**src/rtl/csa_accumulator.sv**
```systemverilog
// ---------------------------------------------------------------------------
// csa_accumulator
//
// Purpose:
//   Frame-based accumulate/subtract stage built around the 16-bit carry
//   select adder CSA. A frame of len signed operands arrives over a
//   valid/ready handshake. Each operand is added to or subtracted from a
//   running sum. The frame result is then held on a valid/ready output port
//   until downstream takes it.
//
// Ports:
//   clk        rising-edge clock
//   rst        synchronous, active-high reset
//   start      frame start request (only looked at in IDLE)
//   len        number of operands in the frame, captured with start
//   in_valid   operand beat valid
//   in_ready   block can accept an operand beat (ACCUM only)
//   in_data    two's complement operand
//   in_sub     0: acc + in_data, 1: acc - in_data
//   out_valid  frame result valid (DONE only)
//   out_ready  downstream accepts the result
//   out_sum    accumulated sum, wraps modulo 2^16
//   out_ovf    sticky signed overflow seen anywhere in the frame
//   out_carry  CSA carry-out of the last accepted beat (1 = no borrow on sub)
//   busy       high while in ACCUM or DONE
// ---------------------------------------------------------------------------

// ---------------------------------------------------------------------------
// CSA
//
// Purpose:
//   16-bit carry select adder/subtractor made of four 4-bit blocks. Each
//   block forms its sum for both possible carry-ins. The real incoming carry
//   then picks one of the two. When mod is high, B is inverted and the
//   carry-in is forced to 1, which gives A - B.
//
// Ports:
//   A         first operand
//   B         second operand
//   mod       0: add, 1: subtract
//   Y         result, modulo 2^16
//   overflow  carry-out of bit 15 (unsigned carry / not-borrow)
// ---------------------------------------------------------------------------
module CSA (
    input  logic [15:0] A,
    input  logic [15:0] B,
    input  logic        mod,
    output logic [15:0] Y,
    output logic        overflow
);

    logic [15:0] b_x;
    logic [4:0]  c;

    // Invert B for subtraction. The +1 of the two's complement is the
    // carry-in to the lowest block.
    assign b_x  = B ^ {16{mod}};
    assign c[0] = mod;

    genvar g;
    generate
        for (g = 0; g < 4; g++) begin : g_blk
            logic [4:0] s0;
            logic [4:0] s1;

            // Both speculative sums are ready before the block carry-in
            // settles. Only a 2:1 mux sits on the carry chain.
            assign s0 = {1'b0, A[4*g+3:4*g]} + {1'b0, b_x[4*g+3:4*g]};
            assign s1 = {1'b0, A[4*g+3:4*g]} + {1'b0, b_x[4*g+3:4*g]} + 5'd1;

            assign Y[4*g+3:4*g] = c[g] ? s1[3:0] : s0[3:0];
            assign c[g+1]       = c[g] ? s1[4]   : s0[4];
        end
    endgenerate

    assign overflow = c[4];

endmodule

module csa_accumulator #(
    parameter int WIDTH = 16,
    parameter int LEN_W = 8
) (
    input  logic             clk,
    input  logic             rst,
    input  logic             start,
    input  logic [LEN_W-1:0] len,
    input  logic             in_valid,
    output logic             in_ready,
    input  logic [WIDTH-1:0] in_data,
    input  logic             in_sub,
    output logic             out_valid,
    input  logic             out_ready,
    output logic [WIDTH-1:0] out_sum,
    output logic             out_ovf,
    output logic             out_carry,
    output logic             busy
);

    localparam logic [1:0] S_IDLE  = 2'd0;
    localparam logic [1:0] S_ACCUM = 2'd1;
    localparam logic [1:0] S_DONE  = 2'd2;

    localparam logic [WIDTH-1:0] MOST_NEG = {1'b1, {(WIDTH-1){1'b0}}};

    logic [1:0]       state;
    logic [WIDTH-1:0] acc;
    logic [LEN_W-1:0] cnt;
    logic             ovf;
    logic             carry;

    logic [WIDTH-1:0] csa_y;
    logic             csa_co;
    logic [WIDTH-1:0] b_eff;
    logic             sovf;
    logic             accept;

    CSA u_csa (
        .A        (acc),
        .B        (in_data),
        .mod      (in_sub),
        .Y        (csa_y),
        .overflow (csa_co)
    );

    // Signed overflow of this beat. It looks at the effective second operand
    // that the adder actually sees. The operands must share a sign, and the
    // result must have the other sign. Subtracting the most negative value
    // is handled by itself: its true negation is not representable. The
    // result really overflows whenever acc is non-negative.
    always_comb begin
        b_eff = in_sub ? ~in_data : in_data;
        sovf  = (acc[WIDTH-1] == b_eff[WIDTH-1]) &&
                (csa_y[WIDTH-1] != acc[WIDTH-1]);
        if (in_sub && (in_data == MOST_NEG)) begin
            sovf = ~acc[WIDTH-1];
        end
    end

    assign accept = (state == S_ACCUM) && in_valid;

    // Frame control and datapath registers.
    // IDLE waits for start and clears the running state.
    // ACCUM folds one operand into acc per accepted beat and counts down.
    // DONE holds the result until the output handshake.
    // A start request outside IDLE is ignored. A zero-length frame goes
    // straight to DONE with an all-zero result.
    always_ff @(posedge clk) begin
        if (rst) begin
            state <= S_IDLE;
            acc   <= '0;
            cnt   <= '0;
            ovf   <= 1'b0;
            carry <= 1'b0;
        end else begin
            case (state)
                S_IDLE: begin
                    if (start) begin
                        acc   <= '0;
                        ovf   <= 1'b0;
                        carry <= 1'b0;
                        if (len != '0) begin
                            cnt   <= len;
                            state <= S_ACCUM;
                        end else begin
                            state <= S_DONE;
                        end
                    end
                end
                S_ACCUM: begin
                    if (accept) begin
                        acc   <= csa_y;
                        carry <= csa_co;
                        ovf   <= ovf | sovf;
                        cnt   <= cnt - 1'b1;
                        if (cnt == {{(LEN_W-1){1'b0}}, 1'b1}) begin
                            state <= S_DONE;
                        end
                    end
                end
                S_DONE: begin
                    if (out_ready) begin
                        state <= S_IDLE;
                    end
                end
                default: begin
                    state <= S_IDLE;
                end
            endcase
        end
    end

    // Handshake outputs decode from state alone. This keeps any input from
    // reaching in_ready or out_valid combinationally.
    assign in_ready  = (state == S_ACCUM);
    assign out_valid = (state == S_DONE);
    assign busy      = (state == S_ACCUM) || (state == S_DONE);

    assign out_sum   = acc;
    assign out_ovf   = ovf;
    assign out_carry = carry;

endmodule

```
**config.mk**
```make
export PLATFORM = sky130hd
export DESIGN_NAME = csa_accumulator
export DESIGN_NICKNAME = d
export VERILOG_FILES = /design/src/rtl/csa_accumulator.sv
export SDC_FILE = /design/constraint.sdc
export NUM_CORES = 1
export LEC_CHECK = 0
export ABC_AREA = 1
export BUFFER_PORTS_ARGS = -buffer_cell sky130_fd_sc_hd__buf_2
export CAP_MARGIN = 20
export CORE_MARGIN = 2
export CORE_UTILIZATION = 55
export DETAILED_ROUTE_END_ITERATION = 8
export PLACE_DENSITY = 0.8
export SKIP_LAST_GASP = 1
export SYNTH_ARGS = -nofsm -noshare
export SYNTH_HDL_FRONTEND = slang
export SYNTH_SLANG_ARGS = --single-unit
```
**constraint.sdc**
```tcl
create_clock -name clk -period 4.1 [get_ports clk]
set_input_delay 0.205 -clock clk [delete_from_list [all_inputs] [get_ports clk]]
set_output_delay 0.205 -clock clk [all_outputs]
set_load 0.02 [all_outputs]
```
== After elaboration in Yosys (flattened, before gate mapping) ==
Cells that the tools add are included.

* Bits in registers: 28
* Output and inout port bits: 21

* Equal/unequal tests: 11
* Reduce and logical (&&, ||, !) cells: 10
* Mux-type cells: 28
* $add $sub $neg: 9
* Bitwise logic cells: 4

{| class="wikitable"
|+ Operators by type and width
! kind !! number
|-
| 2-to-1 mux 16 bit || 3
|-
| case mux 16 bit (2 select lines) || 1
|-
| 2-to-1 mux 8 bit || 3
|-
| adder 4 x 4 -> 5 bit || 4
|-
| adder 5 x 1 -> 5 bit, second input constant || 4
|-
| == test 16 bit, second input constant || 1
|-
| 2-to-1 mux 4 bit || 4
|-
| inverter 16 bit || 1
|-
| case mux 8 bit (2 select lines) || 1
|-
| XOR 16 bit || 1
|-
| 2-to-1 mux 2 bit || 5
|-
| == test 8 x 1 -> 1 bit, second input constant || 1
|-
| 2-to-1 mux 1 bit || 8
|-
| AND reduction 4 bit || 2
|-
| nonzero test 8 bit || 1
|-
| subtractor 8 x 1 -> 8 bit, second input constant || 1
|-
| != test 2 x 1 -> 1 bit, second input constant || 3
|-
| case mux 2 bit (3 select lines) || 1
|-
| != test 2 bit, second input constant || 2
|-
| case mux 1 bit (2 select lines) || 2
|-
| logical AND 1 bit || 3
|-
| AND reduction 3 bit || 1
|-
| == test 2 x 1 -> 1 bit, second input constant || 1
|-
| == test 2 bit, second input constant || 1
|-
| other kinds (7) || 7
|}

== Depth between registers and ports, before layout ==
Gate-level depths: netlist of the first run.

* Depth in word-level cells: 13
* Depth in mapped cells: 23

== Hierarchy ==
Synthesis of the first run repeated with hierarchy kept, for this count alone.

* Cells, all modules: 429
* Area total of the unflattened synthesis: 2875.3 um^2

{| class="wikitable"
|+ Modules (own cells, without submodules)
! module !! cells each !! seq. area each (um^2) !! instances !! area each (um^2)
|-
| csa_accumulator || 235 || 560.5 || 1 || 1542.7
|-
| CSA || 194 || 0.0 || 1 || 1332.5
|}

== Least setup slack after synthesis of the first run ==
No wires, ideal clock.

* Kind: input to register
* Start: in in_sub
* End: reg acc[14], in the netlist out_sum[14]
* Required time: 4.033 ns
* Stages: 22
* Arrival: 2.996 ns
* Setup slack: 1.036 ns
* Path through: buf_4 > buf_1 > xor2_1 > ha_1 > inv_1 > fa_1 > inv_1 > ha_1 > nand2_2 > nor2_4 > nand3_2 > nand2_4 > nand2_4 > nand2_4 > nand2_4 > nand2_4 > nand2_4 > inv_2 > nand2_2 > a21oi_2 > o21ai_1 > a21oi_2

* Longest elaborated chain between the ends: 9
* Elaborated cells on any way between the ends: 15
* Classes of those cells: 8 x add/sub; 6 x mux; 1 x bitwise

{| class="wikitable"
|+ RTL lines
! what !! RTL line !! RTL
|-
| start: declaration || 91 || <nowiki>input logic in_sub,</nowiki>
|-
| XOR 16 bit || 57 || <nowiki>assign b_x = B ^ {16{mod}};</nowiki>
|-
| adder 4 x 4 -> 5 bit || 68, 69 ||
|-
| adder 5 x 1 -> 5 bit || 69 || <nowiki>assign s1 = {1'b0, A[4*g+3:4*g]} + {1'b0, b_x[4*g+3:4*g]} + 5'd1;</nowiki>
|-
| 2-to-1 mux 1 bit (3 in a row) || 72 || <nowiki>assign c[g+1] = c[g] ? s1[4] : s0[4];</nowiki>
|-
| 2-to-1 mux 4 bit * || 71 || <nowiki>assign Y[4*g+3:4*g] = c[g] ? s1[3:0] : s0[3:0];</nowiki>
|-
| 2-to-1 mux 16 bit * || 171 || <nowiki>if (accept) begin</nowiki>
|-
| case mux 16 bit (2 select lines) * || 156 || <nowiki>case (state)</nowiki>
|-
| end signal: assignment || 172 || <nowiki>acc <= csa_y;</nowiki>
|-
| end: declaration || 107 || <nowiki>logic [WIDTH-1:0] acc;</nowiki>
|}

Mark *: on every way between the ends. The rest lies on a longest branch, timed or not. The select of a mux whose other input is x is not followed.
A chain may end at the register's enable or synchronous reset.

== Worst setup path after layout of the first run ==
Same ends and word-level chain as after synthesis.

==> results.yml, run 1 <==
synthesis:
  synth_edf_count: 0
  netlist_instances: 374
  synthFlopType: "dfxtp_1"
  synthTopCellsByArea: "dfxtp_1, ha_1, nand2_1, inv_1, a21oi_1"
  async_flop_share_pct: 0
  yosysMostFrequentCell: "nand2_1"
  syn-cell-area_um2: 2590
  yosysTopAreaCellShare_pct: 21.6
  ys_warn_count: 0
  synth_nets: 433
  netlist_top_cells_count: "nand2_1, inv_1, a21oi_1"
  yosysSeqAreaShare_pct: 21.6
  synth.distinct_cells: 41
  ys_ff_latch: 28
  yosysTopAreaCell: "dfxtp_1"
  syn_area_per_cell_um2: 6.93
global_route:
  grt_pass1_vias: 2426
  grt_max_degree: 24
  grt_overflow: 0
  grt.total_usage_pct: 24.6
  antenna_found_initial: 0
  grt_first_pass_wirelength_um: 10500
place:
  dp_slack_ns: 1.01
  portBuffers: 50
  place.gp.congestion: 0.897
  dp_hpwl_um: 4830
routing:
  ant_nets: 0
  routed_via_density: 5.36
  vias: 2532
  drt-total-wl_um: 6080
  route.detailed.wl_per_inst_um: 12.9
  drc: 0
  dr.pass1.iters: 6
  initialDrtViolationCount: 135
timing:
  grt_setup_unrepaired: "false"
  min_period_ns: 2.81
  tightest_slew_ns: 0.528
  hold_violations: 0
  max_slew_margin_pct: 64.8
  setup_viol_count_final: 0
  finClkSkew_ns: 0.00944
  setup_tns_ns: 0
  fin_crit_sh_pct: 68.7
  max_freq_mhz: 355
  fin_ws_ns: 1.29
  finalMaxSlewViolations: 0
critical_path:
  cp_common_cell: "nand2_4"
  r2r_slack_ns: 1.41
  cp_cell_sequence: "buf_2 > xor2_1 > ha_1 > inv_1 > fa_1 > inv_1 > ha_1 > nand2_2 > nor2_4 > nand3_2 > nand2_4 > nand2_4 > nand2_4 > nand2_4 > nand2_4 > nand2_4 > inv_2 > nand2_2 > a21oi_2 > o21ai_1 > a21oi_2"
  cp_max_fo: 19
  worstPathArrival_ns: 3.04
  critPathCaptureType: "flip-flop"
  path_buf_inv: 4
  cp-start-kind: "input pin"
  cpLargestDelayFamily: "simple AND/OR/NAND/NOR gates"
  crit_type: "input pin to flip-flop"
  critPathMaxStageDelay_ns: 0.47
  crit_slowest_cell: "fa_1"
  crit_required_ns: 4.33
clock_network:
  clockBufferDepth: 2
  cts.clk_slew.worst_paths_ns: 0.11
  ctsHoldBuffers: 0
  post-cts-setup-buffer-count: 0
  clkSinkCount: 28
  cts_buffers: 3
  htreeDepth: 1
  cts_root_buffer: "clkbuf_8"
  cts_tree: "built"
  post_cts_resized: 0
  insertion_delay_ns: 0.29
floorplanning:
  num_rows: 24
  core_um2: 4440
  dieWidth_um: 72.6
  start_util_pct: 58.3
  die_area_um2: 5280
  ioPinCount: 51
  die_h_um: 72.6
final_layout:
  antennaDiodeCount: 0
  finalNetCount: 480
  syn2layout_area_growth_pct: 13.0
  drive_gt1_share_pct: 21.0
power:
  p_per_area_nw_per_um2: 600
  ir_drop_mv: 0.538
  p_leak_nw: 1.43
outcome:
  status: "complete, no violations"
run:
  cap_violations: 0
worst_hold_path:
  hold_class: "input pin to flip-flop"
## placed cells by master, fill, tap and decap left out, types with 2 or more instances in the layout
cell type,n
a211oi_1,2
a21oi_1,35
a21oi_2,3
a31oi_1,2
buf_2,50
clkbuf_8,4
dfxtp_1,28
fa_1,4
ha_1,25
inv_1,48
inv_2,6
nand2_1,73
nand2_2,5
nand2_4,7
nand3_1,27
nand3_2,5
nand4_1,5
nor2_1,19
nor2_2,2
nor3_1,5
nor4_1,3
o211ai_1,4
o21ai_0,15
o21ai_1,5
or2_2,3
xnor2_1,7
xor2_1,15
## state kept, by name, summed over array words and instances (netlist names)
name and cells:
out_sum 16, cnt 8, state 2, out_carry 1
out_ovf 1
## cell families after synthesis
family | Yosys count | share of synthesized area, %
AO/OA/AOI/OAI | 71 | 15.5
XOR/XNOR | 22 | 7.44
adder cells (fa/ha/maj) | 29 | 15.2
buffers and inverters | 64 | 9.51
flip-flops | 28 | 21.6
AND/OR/NAND/NOR | 160 | 30.8
## where the power goes
group / switching, mW / internal [mW] / total (mW)
logic: 0.749 / 0.405 / 1.15
clock network: 0.0942 / 0.0863 / 0.181
registers: 0.0702 / 0.354 / 0.424
## worst register-to-register path, delay by kind of cell (launching register included)
family / cells / cell delay, ns
flops: 1 / 0.35
fa+ha+maj: 1 / 0.49
buf+inv: 4 / 0.86
compound gates: 3 / 0.62
simple gates: 1 / 0.25
## worst paths after layout
| path | to | cells after the start | start |
|---|---|---|---|
| worst max-delay path | out_sum[14] | 21 | in_sub |
| worst min-delay path | cnt[2] | 3 | len[2] |
| worst max register to register | out_sum[1] | 9 | state[1] |
| worst min register to register | out_ovf | 2 | out_ovf |
## per-stage QoR
step / hold WS (ns) / utilization, % / std cells / instance area [µm²] / power [mW]
CTS: 0.187 / 65.9 / 472 / 2930 / 1.76
global route: 0.214 / 65.9 / 472 / 2930 / 1.94
finish: 0.194 / 65.9 / 472 / 2930 / 1.76
floorplan: 0.283 / - / 374 / 2590 / 1.32
global placement: 0.453 / 64.7 / 468 / 2870 / 1.54
detailed placement: 0.465 / 64.7 / 468 / 2870 / 1.57
## layout make-up
class | instances | area [µm²]
Tap cell | 52 | 65.1
Inverter | 55 | 206
Sequential cell | 28 | 561
Fill cell | 421 | 1520
Multi-Input combinational cell | 282 | 1780
Timing Repair Buffer | 51 | 258
Clock buffer | 4 | 55.1
## layer usage
metal | wire (µm) | part of all wire [%] | global-route usage (%)
met2 | 3000 | 49 | 44.5
met4 | 51 | 0.84 | 4.94
met5 | 0 | 0 | 0
met1 | 2770 | 46 | 30.4
met3 | 259 | 4.3 | 4.28
Note: power is estimated with default switching activity, not from simulation.
==> run 2, diff against run 1 <==
==> constraint.sdc (replaced) <==
create_clock -name clk -period 2.8 [get_ports clk]
set_input_delay 0.14 -clock clk [delete_from_list [all_inputs] [get_ports clk]]
set_output_delay 0.14 -clock clk [all_outputs]
set_load 0.02 [all_outputs]
==> results.yml, run 2 (same netlist as run 1, synthesis figures left out) <==
floorplanning:
  ioPinCount: 51
  num_rows: 24
  die_h_um: 72.6
  start_util_pct: 58.3
  die_area_um2: 5280
  core_um2: 4440
  dieWidth_um: 72.6
final_layout:
  antennaDiodeCount: 0
  largest_reg_flops: 16
  drive_gt1_share_pct: 22.9
  syn2layout_area_growth_pct: 15.5
  regArea_um2: 562
  finalNetCount: 488
  post-route-util_pct: 67.3
  mostFrequentLayoutCells: "nand2_1, buf_2, inv_1"
  layout_commonest_cell: "nand2_1"
  multiInputGateArea_um2: 1790
  n_fill_cell: 410
clock_network:
  cts.clk_slew.worst_paths_ns: 0.11
  post-cts-setup-buffer-count: 0
  cts_buffers: 3
  ctsHoldBuffers: 0
  htreeDepth: 1
  post_cts_resized: 0
  clockBufferDepth: 2
  clkSinkCount: 28
  insertion_delay_ns: 0.29
  cts_tree: "built"
  cts_root_buffer: "clkbuf_8"
routing:
  ant_nets: 0
  vias: 2601
  initialDrtViolationCount: 112
  routed_via_density: 5.42
  dr.pass1.iters: 4
  drc: 0
  drt-total-wl_um: 6200
  route.detailed.wl_per_inst_um: 12.9
power:
  p_per_area_nw_per_um2: 881
  power_mw: 2.64
  p_leak_nw: 1.47
  ir_drop_mv: 0.784
timing:
  setup_viol_count_final: 0
  setup_tns_ns: 0
  finClkSkew_ns: 0.00726
  min_period_ns: 2.57
  tightest_slew_ns: 0.485
  max_slew_margin_pct: 67.7
  hold_violations: 0
  max_freq_mhz: 389
  fin_crit_sh_pct: 91.9
  grt_setup_unrepaired: "false"
  finalMaxSlewViolations: 0
critical_path:
  crit_slowest_cell: "fa_1"
  critPathCaptureType: "flip-flop"
  critPathMaxStageDelay_ns: 0.47
  cp_max_fo: 5
  crit_required_ns: 3.02
  crit_type: "flip-flop to flip-flop"
  cpLargestDelayFamily: "simple AND/OR/NAND/NOR gates"
  cp-start-kind: "flip-flop"
  path_buf_inv: 3
  worstPathArrival_ns: 2.80
  cp_common_cell: "nand2_4"
  cp_cell_sequence: "ha_2 > inv_1 > fa_1 > inv_1 > ha_1 > nand2_2 > nor2_4 > nand3_2 > nand2_4 > nand2_4 > nand2_4 > nand2_4 > inv_2 > nand2_1 > nor2_1 > nand2_1 > nand2_1 > nand3_1 > a21oi_1"
place:
  dp_hpwl_um: 4990
  portBuffers: 50
  place.gp.congestion: 0.914
worst_hold_path:
  hold_class: "input pin to flip-flop"
global_route:
  grt_overflow: 0
  grt_first_pass_wirelength_um: 10600
  grt.total_usage_pct: 24.9
  grt_pass1_vias: 2402
  antenna_found_initial: 0
  grt_max_degree: 24
run:
  cap_violations: 0
outcome:
  status: "complete, no violations"
-- run 2: cell types whose count changed in the layout (fill, tap and decap cells not counted) --
cell / previous run / this run
buf_4: 1 / 9
dfxtp_1: 28 / 27
dfxtp_2: 0 / 1
ha_1: 25 / 24
ha_2: 0 / 1
-- run 2: path summary, 6_finish.rpt --
kind         startpoint          end  slack (ns)  depth (start not counted)
max          out_sum[0]  out_sum[11]        0.23                         19
min              len[2]       cnt[2]        0.13                          3
max reg2reg  out_sum[0]  out_sum[11]        0.23                         19
min reg2reg     out_ovf      out_ovf        0.48                          2
-- run 2: cell type report --
cell class / instances / share of cell area, %
Clock buffer: 4 / 1.84
Inverter: 55 / 6.90
Multi-Input combinational cell: 282 / 59.7
Sequential cell: 28 / 18.8
Tap cell: 52 / 2.17
Timing Repair Buffer: 59 / 10.6
-- run 2: where the power goes --
| group | total (mW) | internal [mW] | switching, mW |
|---|---|---|---|
| registers | 0.623 | 0.519 | 0.104 |
| clock network | 0.271 | 0.127 | 0.144 |
| logic | 1.74 | 0.638 | 1.10 |
-- run 2: worst register-to-register path, cell delays in order, from the launching register on --
cell	delay, ns
dfxtp_2	0.37
ha_2	0.20
inv_1	0.05
fa_1	0.47
inv_1	0.08
ha_1	0.15
nand2_2	0.08
nor2_4	0.13
nand3_2	0.10
nand2_4	0.08
nand2_4	0.07
nand2_4	0.08
nand2_4	0.07
inv_2	0.06
nand2_1	0.06
nor2_1	0.13
nand2_1	0.06
nand2_1	0.05
nand3_1	0.06
a21oi_1	0.14
-- run 2: metrics by stage --
step / hold WS (ns) / setup WS [ns] / area, µm² / std cells
floorplan: 0.218 / 0.00722 / 2590 / 374
global placement: 0.435 / 0.135 / 2930 / 476
detailed placement: 0.432 / 0.0567 / 2930 / 476
CTS: 0.119 / 0.189 / 2990 / 480
global route: 0.150 / 0.0117 / 2990 / 480
finish: 0.127 / 0.227 / 2990 / 480
-- run 2: per-layer routing --
metal | wire length, µm | track usage [%] | vias up
met5 | 0 | 0 | -
met4 | 131 | 6.58 | 0
met3 | 344 | 3.59 | 11
met2 | 2910 | 43.6 | 85
met1 | 2820 | 31.9 | 1159
li1 | - | - | 1346
==> run 3, diff against run 2 <==
--- a/config.mk
+++ b/config.mk
@@ -12,6 +12,7 @@
 export CORE_UTILIZATION = 55
 export DETAILED_ROUTE_END_ITERATION = 8
 export PLACE_DENSITY = 0.8
+export RECOVER_POWER = 100
 export SKIP_LAST_GASP = 1
 export SYNTH_ARGS = -nofsm -noshare
 export SYNTH_HDL_FRONTEND = slang
==> results.yml, run 3 (same netlist as run 1, synthesis figures left out) <==
timing:
  max_slew_margin_pct: 63.0
  grt_setup_unrepaired: "false"
  setup_tns_ns: 0
  timing.hold.ws_ns: 0.128
  setup_viol_count_final: 0
  tightest_slew_ns: 0.555
  max_freq_mhz: 388
  fin_crit_sh_pct: 92.0
  min_period_ns: 2.58
  hold_violations: 0
  finClkSkew_ns: 0.00744
  finalMaxSlewViolations: 0
routing:
  initialDrtViolationCount: 116
  vias: 2592
  drc: 0
  routed_via_density: 5.40
  route.detailed.wl_per_inst_um: 12.9
  ant_nets: 0
  drt-total-wl_um: 6200
  dr.pass1.iters: 4
clock_network:
  cts_buffers: 3
  clkSinkCount: 28
  htreeDepth: 1
  clockBufferDepth: 2
  cts_tree: "built"
  cts_root_buffer: "clkbuf_8"
  post-cts-setup-buffer-count: 0
  ctsHoldBuffers: 0
  post_cts_resized: 0
  cts.clk_slew.worst_paths_ns: 0.11
  insertion_delay_ns: 0.29
final_layout:
  syn2layout_area_growth_pct: 14.0
  finalNetCount: 488
  mostFrequentLayoutCells: "nand2_1, inv_1, a21oi_1"
  layout_commonest_cell: "nand2_1"
  largest_reg_flops: 16
  antennaDiodeCount: 0
  drive_gt1_share_pct: 17.3
critical_path:
  critPathMaxStageDelay_ns: 0.47
  cp_common_cell: "nand2_4"
  worstPathArrival_ns: 2.80
  crit_required_ns: 3.02
  cp_cell_sequence: "ha_2 > inv_1 > fa_1 > inv_1 > ha_1 > nand2_2 > nor2_4 > nand3_2 > nand2_4 > nand2_4 > nand2_4 > nand2_4 > inv_2 > nand2_1 > nor2_1 > nand2_1 > nand2_1 > nand3_1 > a21oi_1"
  crit_type: "flip-flop to flip-flop"
  cp_max_fo: 5
  reg2regPathDepth: 19
  crit_slowest_cell: "fa_1"
  cp-start-kind: "flip-flop"
  critPathCaptureType: "flip-flop"
global_route:
  grt_overflow: 0
  grt_max_degree: 24
  antenna_found_initial: 0
  grt_pass1_vias: 2402
  grt.total_usage_pct: 24.9
  grt_first_pass_wirelength_um: 10600
power:
  p_clk_share_pct: 10.4
  p_comb_share_pct: 65.4
  p_per_area_nw_per_um2: 877
  switching_share_pct: 52.1
  p_int_mw: 1.24
  p_leak_nw: 1.38
  ir_drop_mv: 0.723
  seqPwrFrac_pct: 24.1
  p_switching_mw: 1.35
outcome:
  status: "complete, no violations"
floorplanning:
  ioPinCount: 51
  die_h_um: 72.6
  start_util_pct: 58.3
  core_um2: 4440
  num_rows: 24
  die_area_um2: 5280
  dieWidth_um: 72.6
place:
  place.gp.congestion: 0.914
  dp_hpwl_um: 4990
  portBuffers: 50
run:
  cap_violations: 0
worst_hold_path:
  whs_path_depth: 3
  hold_class: "input pin to flip-flop"
run 3: per-layer routing:
| metal | GRT usage, % | wire, µm | vias up |
|---|---|---|---|
| met5 | 0 | 0 | - |
| li1 | - | - | 1347 |
| met2 | 43.6 | 2880 | 80 |
| met4 | 6.58 | 131 | 0 |
| met3 | 3.59 | 320 | 11 |
| met1 | 31.9 | 2860 | 1154 |
run 3: final timing paths:
check / start / endpoint / slack, ns
worst min register to register: out_ovf / out_ovf / 0.48
worst min-delay path: len[2] / cnt[2] / 0.13
worst max-delay path: out_sum[0] / out_sum[11] / 0.22
worst max register to register: out_sum[0] / out_sum[11] / 0.22
run 3: worst max-delay path: cells and delay by family (launching register included):
family	cells	cell delay [ns]
buffers and inverters	3	0.19
and+or+nand+nor	12	0.97
DFF	1	0.37
AOI/OAI and AO/OA	1	0.14
adders and majority gates	3	0.82
run 3: power groups by stage:
| stage | Clock [mW] | Sequential [mW] | Combinational (mW) |
|---|---|---|---|
| 2_1_floorplan | 0 | 0.670 | 1.27 |
| 3_3_place_gp | 0 | 0.625 | 1.69 |
| 3_5_place_dp | 0 | 0.629 | 1.73 |
| 4_1_cts | 0.279 | 0.621 | 1.74 |
| 5_1_grt | 0.293 | 0.639 | 1.93 |
| 6_report | 0.271 | 0.625 | 1.70 |
run 3: cell type report:
type,instances,area [µm²]
Multi-Input combinational cell,282,1780
Fill cell,425,1490
Sequential cell,28,562
Timing Repair Buffer,59,282
Inverter,55,206
Tap cell,52,65.1
Clock buffer,4,55.1
run 3: per-stage QoR:
step	power, mW	util (%)	instances	cell area (µm²)	worst slack, ns
6_report	2.59	66.5	480	2950	0.225
3_5_place_dp	2.36	66.0	476	2930	0.0567
2_1_floorplan	1.94	-	374	2590	0.00722
3_3_place_gp	2.32	66.0	476	2930	0.135
4_1_cts	2.64	67.3	480	2990	0.189
5_1_grt	2.86	66.5	480	2950	0.0108
